--- config.mk ---
export PLATFORM = sky130hd
export DESIGN_NAME = fifo_wr_arbiter
export DESIGN_NICKNAME = d
export VERILOG_FILES = /design/src/rtl/fifo_wr_arbiter.sv
export SDC_FILE = /design/constraint.sdc
export NUM_CORES = 1
export LEC_CHECK = 0
export BUFFER_PORTS_ARGS = -buffer_cell sky130_fd_sc_hd__buf_2
export CELL_PAD_IN_SITES_DETAIL_PLACEMENT = 1
export CELL_PAD_IN_SITES_GLOBAL_PLACEMENT = 1
export CORE_MARGIN = 1
export CORE_UTILIZATION = 39
export CTS_CLUSTER_DIAMETER = 40
export DETAILED_ROUTE_END_ITERATION = 8
export PLACE_DENSITY = 0.86
export RECOVER_POWER = 25
export SLEW_MARGIN = 20
export SYNTH_ARGS = -nofsm -noshare
export SYNTH_HDL_FRONTEND = slang
export SYNTH_SLANG_ARGS = --single-unit
--- constraint.sdc ---
create_clock -name clk -period 2.81 [get_ports clk]
set_input_delay 0.281 -clock clk [delete_from_list [all_inputs] [get_ports clk]]
set_output_delay 0.281 -clock clk [all_outputs]
set_load 0.005 [all_outputs]
--- src/rtl/fifo_wr_arbiter.sv ---
// Round-robin write arbiter: NUM_REQ producers share one FIFO write port through
// a registered write stage, with a bounded burst lock per owner.
module fifo_wr_arbiter #(
    parameter int NUM_REQ   = 4,
    parameter int DATA_W    = 8,
    parameter int MAX_BURST = 4
) (
    input  logic                       clk,
    input  logic                       rst,
    input  logic [NUM_REQ-1:0]         req,
    input  logic [NUM_REQ*DATA_W-1:0]  data_in,
    output logic [NUM_REQ-1:0]         gnt,
    input  logic                       fifo_full,
    input  logic                       fifo_afull,
    output logic                       fifo_wr,
    output logic [DATA_W-1:0]          fifo_data,
    output logic [$clog2(NUM_REQ)-1:0] owner,
    output logic                       busy
);
    localparam int               IDX_W    = $clog2(NUM_REQ);
    localparam logic [7:0]       MAX_CNT  = 8'(MAX_BURST);
    localparam logic [IDX_W-1:0] LAST_IDX = IDX_W'(NUM_REQ - 1);

    // Handshake: producer i holds req[i] and its data slice until an edge with
    // req[i] && gnt[i]; that edge is the transfer. gnt never feeds back into req.
    typedef enum logic {IDLE = 1'b0, BURST = 1'b1} state_t;

    state_t             state_q, state_d;
    logic [IDX_W-1:0]   rr_ptr_q, rr_ptr_d;
    logic [IDX_W-1:0]   owner_q, owner_d;
    logic [7:0]         burst_cnt_q, burst_cnt_d;
    logic               fifo_wr_q, fifo_wr_d;
    logic [DATA_W-1:0]  fifo_data_q, fifo_data_d;

    logic               stall;
    logic               lock;
    logic               found;
    logic               grant;
    logic [IDX_W-1:0]   win;
    int                 cand;

    function automatic logic [IDX_W-1:0] next_idx(input logic [IDX_W-1:0] idx);
        return (idx == LAST_IDX) ? '0 : idx + IDX_W'(1);
    endfunction

    // The afull term blocks a grant while an in-flight write takes the last slot.
    assign stall = fifo_full || (fifo_afull && fifo_wr_q);

    always_comb begin
        lock  = (state_q == BURST) && req[owner_q] && (burst_cnt_q < MAX_CNT);
        found = 1'b0;
        win   = owner_q;
        cand  = 0;
        if (lock) begin
            found = 1'b1;
        end else begin
            for (int k = 0; k < NUM_REQ; k++) begin
                cand = (int'(rr_ptr_q) + k) % NUM_REQ;
                if (!found && req[cand]) begin
                    found = 1'b1;
                    win   = IDX_W'(cand);
                end
            end
        end
        grant = found && !stall;
        gnt   = '0;
        if (grant) begin
            gnt[win] = 1'b1;
        end
    end

    always_comb begin
        state_d     = state_q;
        rr_ptr_d    = rr_ptr_q;
        owner_d     = owner_q;
        burst_cnt_d = burst_cnt_q;
        fifo_wr_d   = 1'b0;
        fifo_data_d = fifo_data_q;
        if (grant) begin
            fifo_wr_d   = 1'b1;
            fifo_data_d = data_in[int'(win)*DATA_W +: DATA_W];
            if (state_q == BURST && win == owner_q) begin
                burst_cnt_d = burst_cnt_q + 8'd1;
            end else begin
                // A new winner while in BURST means the old owner dropped its request.
                if (state_q == BURST) begin
                    rr_ptr_d = next_idx(owner_q);
                end
                owner_d     = win;
                burst_cnt_d = 8'd1;
                state_d     = BURST;
            end
            if (burst_cnt_d == MAX_CNT) begin
                rr_ptr_d = next_idx(win);
                state_d  = IDLE;
            end
        end else if (state_q == BURST && !req[owner_q]) begin
            rr_ptr_d = next_idx(owner_q);
            state_d  = IDLE;
        end
    end

    always_ff @(posedge clk or posedge rst) begin
        if (rst) begin
            state_q     <= IDLE;
            rr_ptr_q    <= '0;
            owner_q     <= '0;
            burst_cnt_q <= '0;
            fifo_wr_q   <= 1'b0;
            fifo_data_q <= '0;
        end else begin
            state_q     <= state_d;
            rr_ptr_q    <= rr_ptr_d;
            owner_q     <= owner_d;
            burst_cnt_q <= burst_cnt_d;
            fifo_wr_q   <= fifo_wr_d;
            fifo_data_q <= fifo_data_d;
        end
    end

    assign fifo_wr   = fifo_wr_q;
    assign fifo_data = fifo_data_q;
    assign owner     = owner_q;
    assign busy      = (state_q == BURST);

endmodule

Yosys cells after proc, flatten, opt, wreduce, memory -nomap -nowiden
Index checks and enable logic that the tools add are counted.
Widths: inputs -> output; s select.
Cells by class
  add/sub/neg operators: 6
  order comparisons: 8
  eq/ne operators: 6
  shift operators: 1
  mux-type cells: 43
  bitwise gates (word level): 4
  reductions and logical operators: 23
Operator list (number)
  $shiftx 32x6->8: 1
  $mux 2: 12
  $mux 1: 22
  $mux 8: 2
  $lt 3x4->1 const B: 3
  $bmux 1 s2: 5
  $logic_and 1x1->1: 10
  $lt 2x3->1 const B: 3
  $add 8x1->8 const B: 1
  $eq 8x3->1 const B: 1
  $lt 8x3->1 const B: 1
  $add 2x1->2 const B: 3
  $ne 3x2->1 const B: 2
  $reduce_or 2->1: 3
  $logic_not 1->1: 5
  $add 2x2->2 const B: 2
  $eq 2x2->1 const B: 2
  $mux 4: 1
  $reduce_and 2->1: 2
  $and 1x1->1 const A: 3
  $reduce_and 3->1: 1
  $demux 1 s2: 1
  $eq 2x2->1: 1
  $ge 2x1->1 const B: 1
  other kinds (3): 3
Storage, ports and cells
  bits in registers: 22
  logic and storage cells: 97

Logic depth before layout (Yosys ltp)
  depth after elaboration: 24
  gate-level depth with buffers: 11
  mapped depth without buffers: 9

Worst setup path after synthesis
Ideal clock, no wire load.
  kind: reg-to-output
  from: register owner_q[0] (netlist: owner[0])
  to: output port gnt[1]
  data arrival time: 2.296 ns
  data required time: 2.529 ns
  setup slack: 0.233 ns
  stages on the path, launching flop included: 9
  path buffers: 1
  path through: dfrtp_1 -> mux4_2 -> and4_1 -> buf_6 -> a22o_1 -> nor2_4 -> inv_1 -> ha_1 -> and2_1
Between the ends
  cells in the longest elaborated chain, start to end: 10
  elaborated cells on any way between the ends: 17
Ends and longest elaborated chain
  from (decl): line 30  | logic [IDX_W-1:0] owner_q, owner_d;
  from (signal assigned): line 114  | owner_q <= owner_d;
  $mux 2 or $bmux 1 s2 (tied branches): line 59, 50
  $mux 2 or $mux 1 (tied branches): line 59, 50
  $mux 2 or $logic_and 1x1->1 (tied branches) (2 in series): line 59, 50
  $mux 2 (*): line 54  | if (lock) begin
  named net win[0]: line 39  | logic [IDX_W-1:0] win;
  $lt 2x3->1 (implied by the code) or $ge 2x1->1 (tied branches): line 68  | gnt[win] = 1'b1;
  $logic_and 1x1->1 (implied by the code): line 68
  $mux 1 (implied by the code): line 68
  $demux 1 s2 (*): line 68
  $mux 4 (*): line 67  | if (grant) begin
  to (decl): line 12  | output logic [NUM_REQ-1:0] gnt,
The timed path passes the listed nets; every way through them passes the cells marked *. The select of a mux whose other input is x is not followed.

Worst setup path in the final report
  from: register rr_ptr_q[0]
  to: output port gnt[3]
Between the ends
  cells in the longest elaborated chain, start to end: 21
  elaborated cells on any way between the ends: 40
Ends and longest elaborated chain
  from (decl): line 29  | logic [IDX_W-1:0] rr_ptr_q, rr_ptr_d;
  from (signal assigned): line 113  | rr_ptr_q <= rr_ptr_d;
  branches (longest 20 deep; another with $add 2x1->2)
  $mux 4 (*): line 67
Mark *: on every way between the ends. The select of a mux whose other input is x is not followed.

==> summary.md <==
| Metric | Value |
|---|---|
| Worst reg-to-reg path cell count | `9` |
| CP Capture Type | `primary output` |
| Ys Warns | `0` |
| Clock network fraction of design power | `9.5%` |
| Final min period | `2.86 ns` |
| CP Data Required Time | `2.53 ns` |
| Via density | `6.09` |
| Top Ports | `56` |
| Combinational Power Share | `72.6%` |
| Port buffer count | `55` |
| Fraction of layout cells with a size suffix above 1 | `45.6%` |
| Initial core utilization | `41.1%` |
| Drt initial violations | `176` |
| Clock buffer depth | `2` |
| Peak VDD IR | `0.000712 V` |
| Nets | `341` |
| Period Utilization, post-route | `102%` |
| Final Util | `54.6%` |
| Post-Syn Instances | `221` |
| Crit path DAT | `2.58 ns` |
| Skew-Pair Late Insertion Delay | `0.27 ns` |
| Via Count | `2199` |
| Post-DP HPWL | `4.73 mm` |
| Status | `finished, violations left` |
| Crit Path Max Fanout | `11` |
| Final WS setup | `-0.0543 ns` |
| Synth async-reset ratio | `100%` |
| H-tree depth | `1` |
| Synthesized cell area | `1980 sq um` |
| Wire per inst | `20.6 um` |
| Synthesized flop and latch total | `22` |
| Leak Pwr | `1.19 nW` |
| Drt pass-1 iters | `4` |
| Startpoint types | `register` |
| R2r startpoint | `rr_ptr_q[0]$_DFFE_PP0P_` |
| GRT Util Overall | `27.0%` |
| Die area | `5370 sq um` |
| Sink Count | `22` |
| Area grow syn2layout | `32.8%` |
| Fin Hold WS | `0.185 ns` |
| Seq/Total Area, Yosys | `27.8%` |
| GR Overflow Total | `0` |
| Pwr/cell area | `1220 nW/um^2` |
| CTS tree | `yes` |
| Netlist cell types | `59` |
| Final ANT Viol Nets | `0` |
| DRC Markers | `0` |
| Switching pwr | `1.48 mW` |
| Net Sw Frac | `45.8%` |
| Max Slew Vio Count | `0` |
| First-pass GRT wire length | `11.1 mm` |
| Number of global-route vias before repair | `2193` |
| WS Path Type | `register to primary output` |
| Post-synth EDFFs | `0` |
| WL final | `7.42 mm` |
| Final Hold Viols | `0` |
| Largest net degree at the start of global routing | `23` |
| Rel. slew slack | `41.5%` |
| CTS Root Cell | `clkbuf_8` |
| Reg2Reg Setup Slack | `0 ns` |
| Site row count | `25` |
| Total inserted antenna cells | `0` |
| Post-Syn Nets | `267` |
| Sequential share of power | `17.9%` |
| Hold Path Class | `input pin to asynchronous set/reset pin` |
| Clock Skew | `0.00662 ns` |
| Core area | `4820 sq um` |
| Pint | `1.75 mW` |
| Reg clk slew, reported paths | `0.09 ns` |
| Number of max-cap violations | `0` |
| Initial antenna violation count | `0` |
| Num CTS Buffers | `3` |
| Setup-failing EPs final | `5` |
| Die extent in y | `73.3 um` |
| RR Endpoint | `rr_ptr_q[0]$_DFFE_PP0P_` |
| Syn Area/Cell | `8.96 sq um` |
| Failing checks | `setup timing` |
| Ys flop type | `dfrtp_1` |
| Highest Clock Rate | `349 MHz` |
| Die W | `73.3 um` |
| Slew @ Worst Pin | `0.877 ns` |
| RD Place Congestion | `0.810` |
==> cell usage in the layout, fill, tap and decap left out, types with 3 or more instances in the layout <==
| cell type | n |
|---|---|
| o21ai_0 | 18 |
| buf_2 | 55 |
| nor2b_1 | 3 |
| a21oi_1 | 5 |
| o221a_2 | 9 |
| a22oi_1 | 3 |
| clkbuf_8 | 3 |
| nor2_1 | 7 |
| mux2i_1 | 3 |
| and2_1 | 5 |
| mux4_2 | 3 |
| a22o_1 | 4 |
| and3b_1 | 3 |
| nand3_1 | 22 |
| buf_4 | 27 |
| dfrtp_1 | 20 |
| mux2_2 | 8 |
| nand2_1 | 11 |
| inv_1 | 8 |
| ha_1 | 6 |
| nor3_1 | 6 |
==> metal layers <==
layer  wire length, um  track usage [%]  vias to the layer above
met5                 0                0                        -
met4               232             9.80                        0
met3               430             3.84                       26
met2              3830             45.9                      107
met1              2930             34.9                     1067
li1                  -                -                      999
==> synthesized netlist by cell type, drive strengths merged, types with 2 or more instances <==
library cell	instances	share of area [%]
nor2	9	2.1
a22oi	3	1.1
o221a	9	5.1
nor3b	2	0.76
nand2	12	2.4
a21boi	2	0.76
ha	6	3.8
nand2b	2	0.63
a21oi	6	1.5
and4	2	0.88
o21ai	20	5.1
mux2i	3	1.5
a31o	2	0.88
a41oi	3	1.3
nor3	7	1.8
and2	5	1.6
mux4	3	3.4
o21a	2	0.76
and3	2	0.63
dfrtp	22	28
a22o	4	1.8
mux2	10	5.9
clkbuf	5	1.0
o22ai	2	0.63
nor4	2	0.63
o31ai	3	1.4
inv	10	1.9
or3b	2	0.88
o311a	2	1.0
nand3	22	5.6
or4	2	0.76
nor2b	4	1.3
and3b	3	1.3
buf	11	3.9
==> cell type report <==
type	instances	area, sq um
Tap cell	67	83.8
Fill cell	595	2190
Clock buffer	3	41.3
Multi-Input combinational cell	173	1370
Clock inverter	1	30.0
Inverter	10	41.3
Timing Repair Buffer	85	515
Sequential cell	22	553
==> cells by family after synthesis <==
group,share of synthesized area [%]
and+or+nand+nor,23.2
AOI/OAI and AO/OA,27.2
buffers and inverters,6.76
DFF,27.8
muxes,10.8
adders and majority gates,3.79
xor gates and xnor gates,0.442
==> per-stage QoR <==
stage / setup WS (ns) / cells / TNS, ns / area (sq um) / total power, mW
2_1_floorplan: 0.233 / 221 / 0 / 1980 / 1.92
3_3_place_gp: 0.0577 / 345 / 0 / 2380 / 2.49
3_5_place_dp: 0.0176 / 345 / 0 / 2380 / 2.55
4_1_cts: 0.0102 / 349 / 0 / 2470 / 2.93
5_1_grt: -0.0751 / 361 / -0.307 / 2630 / 3.43
6_report: -0.0543 / 361 / -0.162 / 2630 / 3.22
==> what timing repair did <==
action	in CTS	in global routing
endpoints found under the setup margin	6	6
setup buffers	0	12
hold buffers	0	0
resized for setup	7	21
cloned	0	0
endpoints found under the hold margin	0	0
pin swaps	0	6
==> flip-flops by register name, summed over array words and instances, names as in the netlist <==
signal,flops
burst_cnt_q,8
owner,2
busy,1
fifo_wr,1
rr_ptr_q,2
fifo_data,8
==> power by group through the flow <==
stage / clock, mW / combinational [mW] / sequential [mW]
3_5_place_dp: 0 / 1.99 / 0.564
5_1_grt: 0.323 / 2.51 / 0.594
3_3_place_gp: 0 / 1.93 / 0.561
4_1_cts: 0.302 / 2.06 / 0.568
2_1_floorplan: 0 / 1.39 / 0.533
6_report: 0.306 / 2.34 / 0.578
==> worst max path at each step <==
| stage | cells after the start | slack, ns | startpoint | to |
|---|---|---|---|---|
| finish | 8 | -0.05 | rr_ptr_q[0]$_DFFE_PP0P_ | gnt[3] |
| global route | 9 | -0.08 | rr_ptr_q[0]$_DFFE_PP0P_ | rr_ptr_q[0]$_DFFE_PP0P_ |
| CTS | 10 | 0.01 | rr_ptr_q[0]$_DFFE_PP0P_ | gnt[0] |
| detailed placement | 6 | 0.02 | burst_cnt_q[5]$_DFFE_PP0P_ | rr_ptr_q[0]$_DFFE_PP0P_ |
| global placement | 6 | 0.06 | burst_cnt_q[5]$_DFFE_PP0P_ | rr_ptr_q[0]$_DFFE_PP0P_ |
| floorplan | 8 | 0.23 | owner[0]$_DFFE_PP0P_ | gnt[1] |
==> critical path, cell delays in order (launching register included) <==
cell and delay, ns:
dfrtp_2 0.47, buf_8 0.15, buf_6 0.13, or4_1 0.53, o22ai_1 0.20, o21a_1 0.24
clkinvlp_4 0.23, and2_1 0.24, buf_2 0.12
Note: power is estimated with default switching activity, not from simulation.
